## src/rtl/filter_pkg.sv

```systemverilog
// Shared constants and types for the 3-parallel FIR filter and its serialiser.
package filter_pkg;

    localparam int unsigned NB  = 8;        // sample width
    localparam int unsigned NP  = 3;        // samples per parallel word
    localparam int unsigned WW  = NP * NB;  // parallel word width
    localparam int unsigned PHW = 2;        // phase counter width

    typedef logic [PHW-1:0] phase_t;

    localparam phase_t PH_FIRST = 2'd0;
    localparam phase_t PH_LAST  = 2'd2;

    // Parallel word layout: newest sample in the top bits.
    typedef struct packed {
        logic [NB-1:0] s2;
        logic [NB-1:0] s1;
        logic [NB-1:0] s0;
    } word_t;

endpackage

```

## src/rtl/filter_word_fifo.sv

```systemverilog
// Synchronous word FIFO with push/pop, occupancy count and full/empty flags.
module filter_word_fifo #(
    parameter int unsigned W     = 24,
    parameter int unsigned DEPTH = 4
) (
    input  logic         clk,
    input  logic         rst,
    input  logic         push,
    input  logic         pop,
    input  logic [W-1:0] wdata,
    output logic [W-1:0] rdata,
    output logic         full,
    output logic         empty,
    output logic [$clog2(DEPTH+1)-1:0] count
);

    localparam int unsigned PW = $clog2(DEPTH);
    localparam int unsigned CW = $clog2(DEPTH+1);

    logic [W-1:0]  mem_q [DEPTH];
    logic [PW-1:0] wr_ptr_q, wr_ptr_d;
    logic [PW-1:0] rd_ptr_q, rd_ptr_d;
    logic [CW-1:0] count_q, count_d;

    // Pointer and occupancy update; pointers wrap naturally (DEPTH is a power of 2).
    always_comb begin
        wr_ptr_d = wr_ptr_q;
        rd_ptr_d = rd_ptr_q;
        count_d  = count_q;
        if (push) wr_ptr_d = wr_ptr_q + PW'(1);
        if (pop)  rd_ptr_d = rd_ptr_q + PW'(1);
        case ({push, pop})
            2'b10:   count_d = count_q + CW'(1);
            2'b01:   count_d = count_q - CW'(1);
            default: count_d = count_q;
        endcase
    end

    // Pointer/count registers with synchronous reset.
    always_ff @(posedge clk) begin
        if (rst) begin
            wr_ptr_q <= '0;
            rd_ptr_q <= '0;
            count_q  <= '0;
        end else begin
            wr_ptr_q <= wr_ptr_d;
            rd_ptr_q <= rd_ptr_d;
            count_q  <= count_d;
        end
    end

    // Storage array; contents need no reset since count gates visibility.
    always_ff @(posedge clk) begin
        if (push) mem_q[wr_ptr_q] <= wdata;
    end

    assign rdata = mem_q[rd_ptr_q];
    assign full  = (count_q == CW'(DEPTH));
    assign empty = (count_q == '0);
    assign count = count_q;

endmodule

```

## src/rtl/filter_p2s.sv

```systemverilog
// Re-serialises 3-sample filter words into a one-sample-per-cycle ready/valid stream.
module filter_p2s
    import filter_pkg::*;
#(
    parameter int unsigned NB    = filter_pkg::NB,
    parameter int unsigned DEPTH = 4
) (
    input  logic          CLK,
    input  logic          RST,
    input  logic [NB-1:0] DIN0,
    input  logic [NB-1:0] DIN1,
    input  logic [NB-1:0] DIN2,
    input  logic          VIN,
    input  logic          READY_OUT,
    output logic [NB-1:0] DOUT,
    output logic          VOUT,
    output logic          FULL,
    output logic          OVF,
    input  logic          CLR_OVF
);

    localparam int unsigned WWL = NP * NB;
    localparam int unsigned CW  = $clog2(DEPTH+1);

    logic [WWL-1:0] head;
    logic           fifo_full;
    logic           fifo_empty;
    logic [CW-1:0]  fifo_count;
    logic           push;
    logic           pop;
    logic           load;
    logic [NB-1:0]  sample_c;

    phase_t        phase_q, phase_d;
    logic [NB-1:0] dout_q,  dout_d;
    logic          vout_q,  vout_d;
    logic          ovf_q,   ovf_d;

    // Full decision uses the registered count, so a same-cycle pop never rescues a write.
    assign push = VIN && !fifo_full;
    assign load = (!vout_q || READY_OUT) && !fifo_empty;
    assign pop  = load && (phase_q == PH_LAST);

    filter_word_fifo #(
        .W     (WWL),
        .DEPTH (DEPTH)
    ) u_fifo (
        .clk   (CLK),
        .rst   (RST),
        .push  (push),
        .pop   (pop),
        .wdata ({DIN2, DIN1, DIN0}),
        .rdata (head),
        .full  (fifo_full),
        .empty (fifo_empty),
        .count (fifo_count)
    );

    // Pick the head sample addressed by the current phase.
    always_comb begin
        sample_c = head[NB-1:0];
        case (phase_q)
            2'd0:    sample_c = head[NB-1:0];
            2'd1:    sample_c = head[2*NB-1:NB];
            default: sample_c = head[3*NB-1:2*NB];
        endcase
    end

    // Next-state for phase, output register and sticky overflow.
    always_comb begin
        phase_d = phase_q;
        dout_d  = dout_q;
        vout_d  = vout_q;
        ovf_d   = ovf_q;
        if (load) begin
            dout_d  = sample_c;
            vout_d  = 1'b1;
            phase_d = (phase_q == PH_LAST) ? PH_FIRST : phase_q + PHW'(1);
        end else if (vout_q && READY_OUT) begin
            vout_d = 1'b0;
        end
        if (VIN && fifo_full) begin
            ovf_d = 1'b1;
        end else if (CLR_OVF) begin
            ovf_d = 1'b0;
        end
    end

    // State registers with synchronous reset; reset also abandons a partly sent word.
    always_ff @(posedge CLK) begin
        if (RST) begin
            phase_q <= PH_FIRST;
            dout_q  <= '0;
            vout_q  <= 1'b0;
            ovf_q   <= 1'b0;
        end else begin
            phase_q <= phase_d;
            dout_q  <= dout_d;
            vout_q  <= vout_d;
            ovf_q   <= ovf_d;
        end
    end

    assign DOUT = dout_q;
    assign VOUT = vout_q;
    assign FULL = fifo_full;
    assign OVF  = ovf_q;

    logic unused_ok;
    assign unused_ok = ^fifo_count;

endmodule

```

## config.mk

```make
export PLATFORM = sky130hd
export DESIGN_NAME = filter_p2s
export DESIGN_NICKNAME = d
export VERILOG_FILES = /design/src/rtl/filter_pkg.sv /design/src/rtl/filter_word_fifo.sv /design/src/rtl/filter_p2s.sv
export SDC_FILE = /design/constraint.sdc
export NUM_CORES = 1
export LEC_CHECK = 0
export CORE_MARGIN = 2
export CORE_UTILIZATION = 40
export CTS_CLUSTER_DIAMETER = 60
export DETAILED_ROUTE_END_ITERATION = 10
export MAX_ROUTING_LAYER = met4
export SLEW_MARGIN = 20
export SYNTH_ARGS = -nofsm -noshare
export SYNTH_HDL_FRONTEND = slang
export SYNTH_HIERARCHICAL = 1
export SYNTH_SLANG_ARGS = --single-unit
```

## constraint.sdc

```tcl
create_clock -name CLK -period 3.5 [get_ports CLK]
set_clock_uncertainty 0.2 [all_clocks]
set_input_delay 0.525 -clock CLK [delete_from_list [all_inputs] [get_ports CLK]]
set_output_delay 0.525 -clock CLK [all_outputs]
set_load 0.01 [all_outputs]
```

==> results.py, run 1 <==
metrics = {
    "status": {
        "outcome": "finished, final reports clean",
    },
    "synthesis": {
        "syn_nets": 282,
        "synthTopCellsByCount": "edfxtp_1, dfxtp_1, mux4_2",
        "synth_top_area_share_pct": 62.8,
        "yosysMostFrequentCell": "edfxtp_1",
        "syn_inst": 247,
        "yosysWarningCount": 6,
        "synth_cell_types": 31,
        "synthMuxAreaShare_pct": 14.3,
        "netlist_top_cells_area": "edfxtp_1, mux4_2, dfxtp_1",
        "post_synth.cell_area_avg_sq_um": 18.6,
        "synth_top_family_by_area": "multiplexers",
        "async_flop_share_pct": 0,
        "synth_edf_count": 96,
        "yosys_most_used_dff": "edfxtp_1",
        "yosys.area.top_type": "edfxtp_1",
        "synth_xor_area_share_pct": 0.953,
        "yosysSeqAreaShare_pct": 71.9,
        "synth_compound_area_share_pct": 4.25,
        "netlist_area_sq_um": 4590,
        "yosys.area_share.adder_pct": 1.80,
        "synth-seq-cells": 117,
        "synthSimpleGateAreaFrac_pct": 3.92,
    },
    "worst_setup_path": {
        "critPathRequiredTime_ps": 3620,
        "reg2reg_to": "u_fifo/count[2]",
        "critical_path_class": "input pin to flop",
        "worstPathArrival_ps": 2710,
        "end_kind": "flop",
        "r2r_slack_ps": 930,
        "rr_worst_depth": 10,
        "cp_max_fo": 3,
        "r2r-start": "u_fifo/count[0]",
        "worst_setup_path_start_kind": "input pin",
    },
    "global_routing": {
        "antenna_found_initial": 0,
        "grt_pass1_wl_mm": 13.4,
        "grt_max_degree": 25,
        "grt_pass1_vias": 2425,
        "grt_usage_pct": 15.0,
        "grt_overflow_total": 0,
    },
    "timing": {
        "min_period_ps": 2590,
        "max_freq_mhz": 386,
        "finalSetupViolCount": 0,
        "rsz0062_at_grt": "no",
        "tightest_slew_ps": 726,
        "fin_crit_sh_pct": 74.0,
        "slew_viol_final": 0,
        "slew_headroom_pct": 51.5,
        "setup-tns-final_ps": 0,
        "timing.hold.ws_ps": 269,
        "hold_viol_final": 0,
    },
    "cells_and_area": {
        "final-seq-area_sq_um": 3300,
        "areaGrowthSynthToFinish_pct": 25.7,
        "final_cells": 457,
        "drive_above_1_share_pct": 22.0,
        "multi_input_area_sq_um": 1160,
        "num-fill-cells": 965,
        "fin_util_pct": 51.0,
        "nNetsFinal": 336,
        "fin_area_sq_um": 5770,
        "antenna_cells": 0,
    },
    "placement": {
        "hpwl_mm": 4.94,
        "gp_congestion": 0.734,
        "io_buffer_count": 39,
        "placed_area_sq_um": 5140,
        "place_inst": 425,
    },
    "floorplan": {
        "die_h_microns": 111,
        "core_sq_um": 11300,
        "dieWidth_microns": 111,
        "rows": 39,
        "die-area_sq_um": 12400,
        "initial_utilization_pct": 40.6,
        "io_pins": 40,
    },
    "min_path": {
        "min_path_type": "flop to flop",
        "min_from": "OVF",
        "hold-path-cell-count": 2,
        "hold_path_end": "OVF",
    },
    "clocking": {
        "cts-resized-gates": 0,
        "htree_levels": 4,
        "numClockSinks": 117,
        "cts-buffers-inserted": 17,
        "ctsLongestPathBuffers": 2,
        "post_cts_buffers": 0,
        "cts_hold_buf": 0,
        "path_clk_slew_ps": 60,
        "tritoncts": "yes",
        "clock_latency_ps": 400,
        "clockRootBuffer": "clkbuf_16",
    },
    "route": {
        "via_per_inst": 5.20,
        "drtIter0Drc": 150,
        "ant_nets": 0,
        "num_vias": 2375,
        "firstDrtPassIters": 5,
        "drc": 0,
        "wl_per_cell_microns": 18.6,
        "wirelength_mm": 8.49,
    },
    "pwr": {
        "powerDensity_nw_per_um2": 651,
        "vdd_drop_max_mv": 0.410,
        "p_leak_nw": 1.88,
    },
    "job": {
        "maxCapViolCount": 0,
    },
}
worst max-delay path by stage:
stage,from,end,slack (ps),depth (start not counted)
floorplan,phase_q[1],u_fifo/count[2],780,9
global placement,READY_OUT,u_fifo/count[2],540,10
global route,u_fifo/count[0],u_fifo/count[2],760,10
detailed placement,READY_OUT,u_fifo/count[2],530,10
finish,READY_OUT,u_fifo/count[2],910,10
CTS,u_fifo/count[0],u_fifo/count[2],930,10
layout by cell type, fill, tap and decap left out, types with 2 or more instances in the layout:
cell type / netlist / routed
inv_1: 6 / 6
mux4_2: 20 / 20
clkbuf_16: 0 / 17
bufinv_16: 0 / 4
and2_1: 4 / 4
o21ai_0: 11 / 11
clkinv_1: 1 / 2
clkinv_4: 0 / 4
dfxtp_1: 21 / 21
nand2_1: 2 / 2
xor2_1: 3 / 3
inv_6: 0 / 2
nor2_1: 8 / 8
clkinvlp_4: 0 / 3
nor2b_1: 2 / 2
xnor2_1: 2 / 2
o2111ai_1: 8 / 8
ha_1: 5 / 5
a21oi_1: 14 / 14
buf_4: 1 / 9
clkdlybuf4s50_1: 0 / 39
nand2b_1: 10 / 10
mux2_2: 8 / 8
edfxtp_1: 96 / 96
mux4_1: 4 / 4
per-layer routing:
layer / track usage (%) / vias up / part of all wire [%]
met3: 4.76 / 9 / 3.3
li1: - / 1097 / -
met2: 23.6 / 51 / 51
met4: 4.94 / 0 / 0.88
met5: - / - / 0
met1: 18.7 / 1218 / 45
cell type report:
type / count / share of cell area [%]
Multi-Input combinational cell: 109 / 20.0
Tap cell: 143 / 3.10
Timing Repair Buffer: 49 / 8.28
Inverter: 7 / 0.455
Clock buffer: 17 / 7.37
Sequential cell: 117 / 57.2
Clock inverter: 15 / 3.53
report_power, final:
part	internal (W)	leakage [nW]	switching, W	total [W]
sequential	0.00160	1.05	0.0000424	0.00164
clock	0.00119	0.297	0.000622	0.00182
combinational	0.000154	0.531	0.000147	0.000301
total	0.00294	1.88	0.000812	0.00376
metrics by stage:
| stage | power, W | setup WS (ps) |
|---|---|---|
| final | 0.00376 | 909 |
| after global routing | 0.00390 | 757 |
| after CTS | 0.00380 | 929 |
| after detailed placement | 0.00197 | 525 |
| after global placement | 0.00197 | 536 |
| after floorplan | 0.00183 | 778 |
state kept, by name, summed over array words and instances, names as in the netlist, named ones only:
name,count
u_fifo/mem_q,96
VOUT,1
u_fifo/wr_ptr_q,2
u_fifo/rd_ptr_q,2
OVF,1
phase_q,2
DOUT,8
u_fifo/count,3
worst max-delay path, cell delays in order:
cell and delay [ps]:
clkdlybuf4s50_1 490, nor2b_1 70, nor4b_1 240, buf_4 180
ha_1 170, inv_1 60, fa_1 380, xor2_1 160
or3_1 300, a21oi_1 140
kinds of logic after synthesis:
logic type      count (synthesis)
compound gates                 33
xor+xnor                        5
fa+ha+maj                       6
buf+inv                        21
flops                         117
mux                            33
simple gates                   32
Note: power is estimated with default switching activity, not from simulation.
==> run 2: changes to the inputs <==
==> constraint.sdc (replaced) <==
create_clock -name CLK -period 2.2 [get_ports CLK]
set_clock_uncertainty 0.2 [all_clocks]
set_input_delay 0.33 -clock CLK [delete_from_list [all_inputs] [get_ports CLK]]
set_output_delay 0.33 -clock CLK [all_outputs]
set_load 0.01 [all_outputs]
==> run 2 against run 1 <==
Compared with the run above:
- the run now ends with negative setup slack left
- setup slack worse by 940 ps
- critical endpoint unchanged
- final cell count is 3.1% higher
- combinational power is 89% higher
==> results.py, run 2 (same netlist as run 1, synthesis figures left out) <==
metrics = {
    "clocking": {
        "ctsLongestPathBuffers": 2,
        "cts-buffers-inserted": 17,
        "path_clk_slew_ps": 50,
        "tritoncts": "yes",
        "clockRootBuffer": "clkbuf_16",
        "clock_latency_ps": 400,
        "cts_hold_buf": 0,
        "numClockSinks": 117,
        "htree_levels": 4,
    },
    "pwr": {
        "switching_share_pct": 20.6,
        "seqPwrFrac_pct": 43.9,
        "p_leak_nw": 1.99,
        "powerDensity_nw_per_um2": 986,
        "clock_power_share_pct": 46.5,
        "p_switching_w": 0.00122,
        "p_int_w": 0.00470,
        "vdd_drop_max_mv": 0.533,
        "p_total_w": 0.00592,
        "pwr-share-comb_pct": 9.6,
    },
    "route": {
        "drc": 0,
        "wirelength_mm": 8.57,
        "ant_nets": 0,
        "firstDrtPassIters": 4,
        "via_per_inst": 5.12,
        "num_vias": 2411,
        "drtIter0Drc": 107,
        "wl_per_cell_microns": 18.2,
    },
    "worst_setup_path": {
        "worst_setup_path_start_kind": "flop",
        "cp_max_fo": 3,
        "rr_worst_depth": 8,
        "end_kind": "flop",
        "r2r-start": "u_fifo/count[0]",
        "worstPathArrival_ps": 2360,
        "reg2reg_to": "u_fifo/count[2]",
        "critical_path_class": "flop to flop",
        "r2r_slack_ps": -30,
        "critPathRequiredTime_ps": 2330,
    },
    "min_path": {
        "min_from": "OVF",
        "hold_path_end": "OVF",
        "min_path_type": "flop to flop",
        "hold-path-cell-count": 2,
    },
    "timing": {
        "min_period_ps": 2230,
        "rsz0062_at_grt": "yes",
        "max_freq_mhz": 448,
        "timing.hold.ws_ps": 273,
        "tightest_slew_ps": 440,
        "finalSetupViolCount": 1,
        "slew_viol_final": 0,
        "setup_slack_ps": -29.7,
        "hold_viol_final": 0,
        "slew_headroom_pct": 70.7,
        "fin_crit_sh_pct": 101,
    },
    "global_routing": {
        "grt_pass1_vias": 2545,
        "antenna_found_initial": 0,
        "grt_overflow_total": 0,
        "grt_max_degree": 21,
        "grt_pass1_wl_mm": 13.6,
        "grt_usage_pct": 15.2,
    },
    "cells_and_area": {
        "num-fill-cells": 911,
        "largest-register": "u_fifo/mem_q",
        "nNetsFinal": 351,
        "areaGrowthSynthToFinish_pct": 30.7,
        "fin_util_pct": 53.0,
        "layout_common_cells": "edfxtp_1, clkdlybuf4s50_1, mux4_2",
        "largest_reg_flops": 96,
        "final_common_cell": "edfxtp_1",
        "drive_above_1_share_pct": 28.4,
        "antenna_cells": 0,
    },
    "floorplan": {
        "initial_utilization_pct": 40.6,
        "io_pins": 40,
        "rows": 39,
        "die_h_microns": 111,
        "die-area_sq_um": 12400,
        "dieWidth_microns": 111,
        "core_sq_um": 11300,
    },
    "placement": {
        "place_ws_ps": -538,
        "hpwl_mm": 5.63,
        "io_buffer_count": 39,
        "gp_congestion": 0.750,
    },
    "status": {
        "violations": "negative setup slack",
        "outcome": "finished, violations left",
    },
    "job": {
        "maxCapViolCount": 0,
    },
}
[run 2: worst max path at each step]
stage / from / end / slack (ps)
4_1_cts: VOUT / u_fifo/count[2] / -20
2_1_floorplan: VOUT / u_fifo/count[2] / -130
3_5_place_dp: READY_OUT / u_fifo/count[2] / -540
5_1_grt: u_fifo/count[1] / u_fifo/count[2] / -90
6_report: u_fifo/count[0] / u_fifo/count[2] / -30
3_3_place_gp: READY_OUT / u_fifo/count[2] / -460
[run 2: critical path, cell delays in order (launching register included)]
cell and delay, ps:
dfxtp_4 360, nor3_2 60, nor4b_4 330, ha_2 250
inv_2 40, fa_2 330, xor2_1 150, or3_1 310
a21oi_1 120
[run 2: stage by stage]
step	area [sq um]	setup TNS, ps	std cells
floorplan	4640	-125	247
global placement	5400	-799	439
detailed placement	5400	-976	439
CTS	5990	-19.2	470
global route	6000	-86.6	471
finish	6000	-29.7	471
[run 2: layer usage]
layer  vias up  share of wire, %  global-route usage (%)
met5         -                 0                       -
li1       1118                 -                       -
met3         6               3.5                    5.30
met1      1235                43                    17.9
met4         0              0.61                    4.77
met2        52                52                    24.6
[run 2: cell type report]
class | count | area, sq um | area share, %
Timing Repair Buffer | 64 | 701 | 11.7
Multi-Input combinational cell | 109 | 1190 | 19.9
Tap cell | 143 | 179 | 2.98
Clock buffer | 18 | 429 | 7.15
Inverter | 7 | 26.3 | 0.438
Clock inverter | 13 | 164 | 2.73
Sequential cell | 117 | 3310 | 55.1
[run 2: repair_timing]
| item | 4_1_cts | 5_1_grt |
|---|---|---|
| resized for setup | 5 | 3 |
| setup endpoints to repair | 2 | 1 |
| gates cloned | 0 | 0 |
| buffers inserted | 0 | 1 |
| pin swaps | 0 | 2 |
[run 2: power groups by stage]
stage / logic (W) / clock network (W) / registers, W
after floorplan: 0.000297 / 0 / 0.00263
after global placement: 0.000566 / 0 / 0.00263
after detailed placement: 0.000572 / 0 / 0.00264
after CTS: 0.000576 / 0.00279 / 0.00260
after global routing: 0.000617 / 0.00289 / 0.00261
final: 0.000570 / 0.00275 / 0.00260
==> variant 1: new RTL, flow settings as in run 2 <==
Make the reset (`RST` and `rst`) asynchronous in 2 clocked blocks. Comments in the files are not updated.
--- a/src/rtl/filter_word_fifo.sv
+++ b/src/rtl/filter_word_fifo.sv
@@ -37,7 +37,7 @@
     end
 
     // Pointer/count registers with synchronous reset.
-    always_ff @(posedge clk) begin
+    always_ff @(posedge clk or posedge rst) begin
         if (rst) begin
             wr_ptr_q <= '0;
             rd_ptr_q <= '0;
--- a/src/rtl/filter_p2s.sv
+++ b/src/rtl/filter_p2s.sv
@@ -87,7 +87,7 @@
     end
 
     // State registers with synchronous reset; reset also abandons a partly sent word.
-    always_ff @(posedge CLK) begin
+    always_ff @(posedge CLK or posedge RST) begin
         if (RST) begin
             phase_q <= PH_FIRST;
             dout_q  <= '0;
Behaviour: differs if RST is asserted again (counterexample within 4 cycles, from zero or initial values and one cycle with RST high); with RST held inactive, the same outputs for 10 cycles.
==> variant 1 against run 2 <==
  * Sequential cell count fell by 2
  * Worst setup slack improved by 0.048 ns
  * Core utilization fell by 1.2 points
  * Wire length fell by 8.0%
  * Area after synthesis rose by 0.52%
  * Cell area fell by 2.2%
Power is not compared: it rests on default switching activity, and its combinational part moved more than twofold at a synthesized area within 25%.
==> variant 1: results (changes against run 2) <==
- Status: complete, no violations (was complete, but fails checks)
- First-pass detailed-route iteration total: 4 (unchanged)
- CP max stage cell: dfrtp_1 (was dfxtp_4)
- Warnings from Yosys: 6 (unchanged)
- Worst Path Max Fanout: 2 (was 3)
- Largest net degree at the start of global routing: 26 (was 21)
- Most frequent cells after synthesis: edfxtp_1, dfrtp_1, mux4_2, o21ai_0 (was edfxtp_1, dfxtp_1, mux4_2, a21oi_1, o21ai_0)
- Port Buffers: 39 (unchanged)
- Initial antenna violation count: 0 (unchanged)
- DPL Wire Length: 4.81 mm (was 5.63 mm)
- Net count after synthesis: 260 (was 282)
- Number of diodes: 0 (unchanged)
- Grt met1 use: 18.5% (was 17.9%)
- First-pass GRT wire length: 12.8 mm (was 13.6 mm)
- Slew @ Worst Pin: 0.453 ns (was 0.440 ns)
- Max reg flops: 96 (unchanged)
- Max incr delay on CP: 0.38 ns (was 0.36 ns)
- Final wirelength: 7.88 mm (was 8.57 mm)
- Yosys cell types: 33 (was 31)
- Post-DR wirelength/cell: 17.6 um (was 18.2 um)
- Worst Hold Class: input pin to asynchronous set/reset pin (was flop to flop)
- Buffer depth of the longest clock path: 2 (unchanged)
- Met3 usage: 4.25% (was 5.30%)
- GR Util All Layers: 14.2% (was 15.2%)
- R2R cell count: 9 (was 8)
- CTS clk-pin slew, worst paths: ~0.060 ns
- Clock root cell: clkbuf_16 (unchanged)
- Vias in the first global route: 2392 (was 2545)
- Initial DRC Count: 97 (was 107)
- Share of cells above drive strength 1: 27.6% (was 28.4%)
- CTS buffer count: 17 (unchanged)
- H-tree depth: 4 (unchanged)
- Ys flop type: edfxtp_1 (unchanged)
- Dpl cells: 412 (was 439)
- Post-synth ARST share: 16.5% (was 0%)
- Synth Area per Inst: 20.5 um^2 (was 18.6 um^2)
- Sequential fraction of the synthesis area: 72.7% (was 71.9%)
- VDD IR max: 0.000908 V
- EDFF count, synth: 96 (unchanged)
- Total leakage power: 2.11 nW
- Gpl congestion: 0.733 (was 0.750)
- Final net count: 326 (was 351)
- Via-to-Cell Ratio: 5.00 (was 5.12)
- Met2 Resource Use GR: 21.3% (was 24.6%)
- Top cells by area, synth: edfxtp_1, dfrtp_1, mux4_2, mux4_1, mux2i_1 (was edfxtp_1, mux4_2, dfxtp_1, mux4_1, mux2_2)
- Critical Path AT: 2.30 ns (was 2.36 ns)
- Largest Register: u_fifo/mem_q (unchanged)
-- variant 1: cell types whose count changed after synthesis, sizes merged, moves of 7 or more --
cell and delta:
dfxtp -21, dfrtp +19, a21oi -14, nand2b -9, mux2i +8, o2111ai -8, nor2 -7, o21ai +7
-- variant 1: cell type report --
type                       count  area (um^2)
clock inverter                15          134
multi-input combinational     90         1140
fill                         925         5450
tap                          143          179
clock buffer                  17          425
inverter                       9         33.8
sequential                   115         3360
timing repair buffer          58          607
-- variant 1: kinds of logic after synthesis --
group	synth area share, %
buffers and inverters	2.98
adder cells (fa/ha/maj)	1.79
AND/OR/NAND/NOR	2.47
multiplexers	16.6
flip-flops	72.7
XOR/XNOR	1.14
AO/OA/AOI/OAI	2.30
-- variant 1: worst paths after layout --
| kind | from | to | slack (ns) |
|---|---|---|---|
| max in group asynchronous | RST | DOUT[3] | 1.41 |
| worst min-delay path | RST | u_fifo/count[1] | 0.009 |
| worst max-delay path | VOUT | u_fifo/count[2] | 0.02 |
| min in group CLK | u_fifo/count[2] | u_fifo/count[2] | 0.29 |
| worst max register to register | VOUT | u_fifo/count[2] | 0.02 |
| worst min register to register | u_fifo/count[2] | u_fifo/count[2] | 0.29 |
-- variant 1: per-stage QoR --
stage / cell area, um^2 / hold slack [ns] / worst slack, ns / TNS [ns]
6_report: 5870 / 0.00881 / 0.0185 / 0
5_1_grt: 5870 / 0.0397 / -0.0779 / -0.0779
4_1_cts: 5850 / 0.00471 / -0.0333 / -0.0333
3_5_place_dp: 5290 / 0.285 / -0.410 / -0.686
2_1_floorplan: 4630 / -0.0666 / -0.137 / -0.382
3_3_place_gp: 5290 / 0.275 / -0.366 / -0.614
-- variant 1: metal layers --
metal | up-vias | routed length, um
li1 | 1031 | -
met1 | 1130 | 3530
met2 | 60 | 3820
met3 | 12 | 393
met4 | 0 | 130
met5 | - | 0
-- variant 1: critical path, delay by kind of cell, from the launching register on --
| family | cells | cell delay (ns) |
|---|---|---|
| simple gates | 4 | 0.67 |
| buf+inv | 1 | 0.04 |
| xor+xnor | 2 | 0.30 |
| fa+ha+maj | 2 | 0.54 |
| flops | 1 | 0.38 |
-- variant 1: power by group --
group	leakage, nW	switching, W	internal [W]	total (W)
Clock	0.271	0.000956	0.00156	0.00251
Combinational	0.733	0.00115	0.00133	0.00248
Sequential	1.11	0.000172	0.00293	0.00310
Total	2.11	0.00228	0.00581	0.00809
-- variant 1: what timing repair did --
action	4_1_cts	5_1_grt
setup endpoints to repair	2	2
hold buffers	0	0
gates resized for setup	1	1
setup buffers	1	2
pin swaps	3	2
cloned	0	0
endpoints found under the hold margin	0	0
==> variant 2: new RTL, config.mk and constraints of run 2 <==
Made on the original files. Change the package constant `PHW` from 2 to 4.
--- a/src/rtl/filter_pkg.sv
+++ b/src/rtl/filter_pkg.sv
@@ -4,7 +4,7 @@
     localparam int unsigned NB  = 8;        // sample width
     localparam int unsigned NP  = 3;        // samples per parallel word
     localparam int unsigned WW  = NP * NB;  // parallel word width
-    localparam int unsigned PHW = 2;        // phase counter width
+    localparam int unsigned PHW = 4;        // phase counter width
 
     typedef logic [PHW-1:0] phase_t;
 
Check against the original RTL: no difference found for any inputs over 10 cycles, from zero or initial values and one cycle with RST high; that may be too few to reach the edited logic, so the function may still have changed.
==> variant 2 against run 2 <==
  * The flow still finishes with violations (setup timing)
  * Maximum frequency up 0.51%
  * Hold slack worse by 0.0061 ns
  * Worst setup slack better by 0.011 ns
  * Wire length up 4.8%
  * Area after synthesis up 1.7%
  * Power up 2.3%
  * Cell area up 2.8%
  * Die area up 1.6%
  * Sequential cell count up 2
  * Count of clock-buffer cells in the layout up 1
  * Critical endpoint unchanged
  * Largest cell class unchanged
==> variant 2: results (changes against run 2) <==
- Most frequent cells after synthesis: edfxtp_1, dfxtp_1, mux4_2, a21oi_1, nor2_1 (was edfxtp_1, dfxtp_1, mux4_2, a21oi_1, o21ai_0)
- Area after DPL: 5490 um^2 (was 5400 um^2)
- Resized cells post-CTS: 3 (was 5)
- Worst Setup Slack, final: -0.0184 ns (was -0.0297 ns)
- Final TNS setup: -0.0184 ns (was -0.0297 ns)
- CTS buffer count: 17 (unchanged)
- Total leakage power: 2.11 nW (was 1.99 nW)
- Gpl congestion: 0.762 (was 0.750)
- Top cells by area, synth: edfxtp_1, dfxtp_1, mux4_2, mux4_1, a222oi_1 (was edfxtp_1, mux4_2, dfxtp_1, mux4_1, mux2_2)
- Dpl cells: 449 (was 439)
- R2R cell count: 10 (was 8)
- P_sw: 0.00133 W (was 0.00122 W)
- Yosys cell types: 39 (was 31)
- Slew @ Worst Pin: 0.438 ns (was 0.440 ns)
- Initial DRC Count: 208 (was 107)
- Status: complete, but fails checks (unchanged)
- Critical Path AT: 2.35 ns
- Clock root cell: clkbuf_16 (unchanged)
- # setup viols final: 1 (unchanged)
- First-pass detailed-route iteration total: 7 (was 4)
- Net count after synthesis: 282 (unchanged)
- GR Util All Layers: 15.5% (was 15.2%)
- Setup CP Type: input pin to flop (was flop to flop)
- Worst Path Max Fanout: 2 (was 3)
- Final net count: 371 (was 351)
- Vias in the first global route: 2604 (was 2545)
- Hold Worst Slack: 0.267 ns (was 0.273 ns)
- Max incr delay on CP: 0.52 ns (was 0.36 ns)
- Critical Path Source: READY_OUT (was u_fifo/count[0])
- Failing checks: setup timing (unchanged)
- Reg2reg start: u_fifo/count[1] (was u_fifo/count[0])
- Pre-CTS WS: -0.446 ns (was -0.538 ns)
- First-pass GRT wire length: 14.0 mm (was 13.6 mm)
- Cell family with most CP delay: simple AND/OR/NAND/NOR gates (unchanged)
- Worst-Skew Late Latency: 0.40 ns (about the same)
- Final wirelength: 8.97 mm (was 8.57 mm)
- Sequential fraction of the synthesis area: 71.6% (was 71.9%)
- R2R Setup Slk: -0.01 ns (was -0.03 ns)
- Largest net degree at the start of global routing: 25 (was 21)
- CP max stage cell: clkdlybuf4s50_1 (was dfxtp_4)
- Via-to-Cell Ratio: 5.26 (was 5.12)
- EDFF count, synth: 96 (unchanged)
- Share of cells above drive strength 1: 31.2% (was 28.4%)
- VDD IR max: 0.000684 V (was 0.000533 V)
- Hold Path End: OVF (unchanged)
- Post-DR wirelength/cell: 18.2 um (about the same)
- Number of diodes: 0 (unchanged)
- DPL Wire Length: 5.49 mm (was 5.63 mm)
- Post-synth ARST share: 0% (unchanged)
- Largest Register: u_fifo/mem_q (unchanged)
variant 2: cell types whose count changed after synthesis, sizes merged, moves of 7 or more:
| cell | before | now |
|---|---|---|
| o2111ai | 8 | 0 |
| nand2b | 10 | 2 |
| mux2 | 8 | 1 |
| a211oi | 0 | 8 |
| a222oi | 0 | 8 |
| o21ai | 11 | 2 |
variant 2: kinds of logic after synthesis:
kind of cell             Yosys count  synth area share [%]
adder cells (fa/ha/maj)            6                  1.77
AO/OA/AOI/OAI                     37                  5.60
flip-flops                       119                  71.6
AND/OR/NAND/NOR                   33                  4.66
buffers and inverters             21                  3.11
multiplexers                      26                  12.3
XOR/XNOR                           5                 0.938
variant 2: worst register-to-register path, delay by kind of cell (launching register included):
| family | cells | cell delay (ns) |
|---|---|---|
| AOI/OAI and AO/OA | 1 | 0.12 |
| xor gates and xnor gates | 1 | 0.15 |
| and+or+nand+nor | 4 | 0.69 |
| DFF | 1 | 0.34 |
| buffers and inverters | 2 | 0.17 |
| adders and majority gates | 2 | 0.46 |
variant 2: layer usage:
layer / GRT usage (%) / part of all wire, %
met1: 19.8 / 43
met2: 24.2 / 50
met3: 4.97 / 5.4
met4: 4.39 / 0.85
met5: - / 0
variant 2: power by group through the flow:
stage	Sequential, W	Combinational, W	Clock (W)
floorplan	0.00268	0.000334	0
global placement	0.00267	0.000682	0
detailed placement	0.00268	0.000689	0
CTS	0.00263	0.000695	0.00278
global route	0.00264	0.000755	0.00286
finish	0.00263	0.000697	0.00272
variant 2: final cells by class:
| type | instances | area [um^2] |
|---|---|---|
| clock buffer | 19 | 433 |
| clock inverter | 13 | 154 |
| fill | 933 | 5250 |
| inverter | 7 | 26.3 |
| multi-input combinational | 107 | 1220 |
| sequential | 119 | 3350 |
| tap | 143 | 179 |
| timing repair buffer | 84 | 815 |
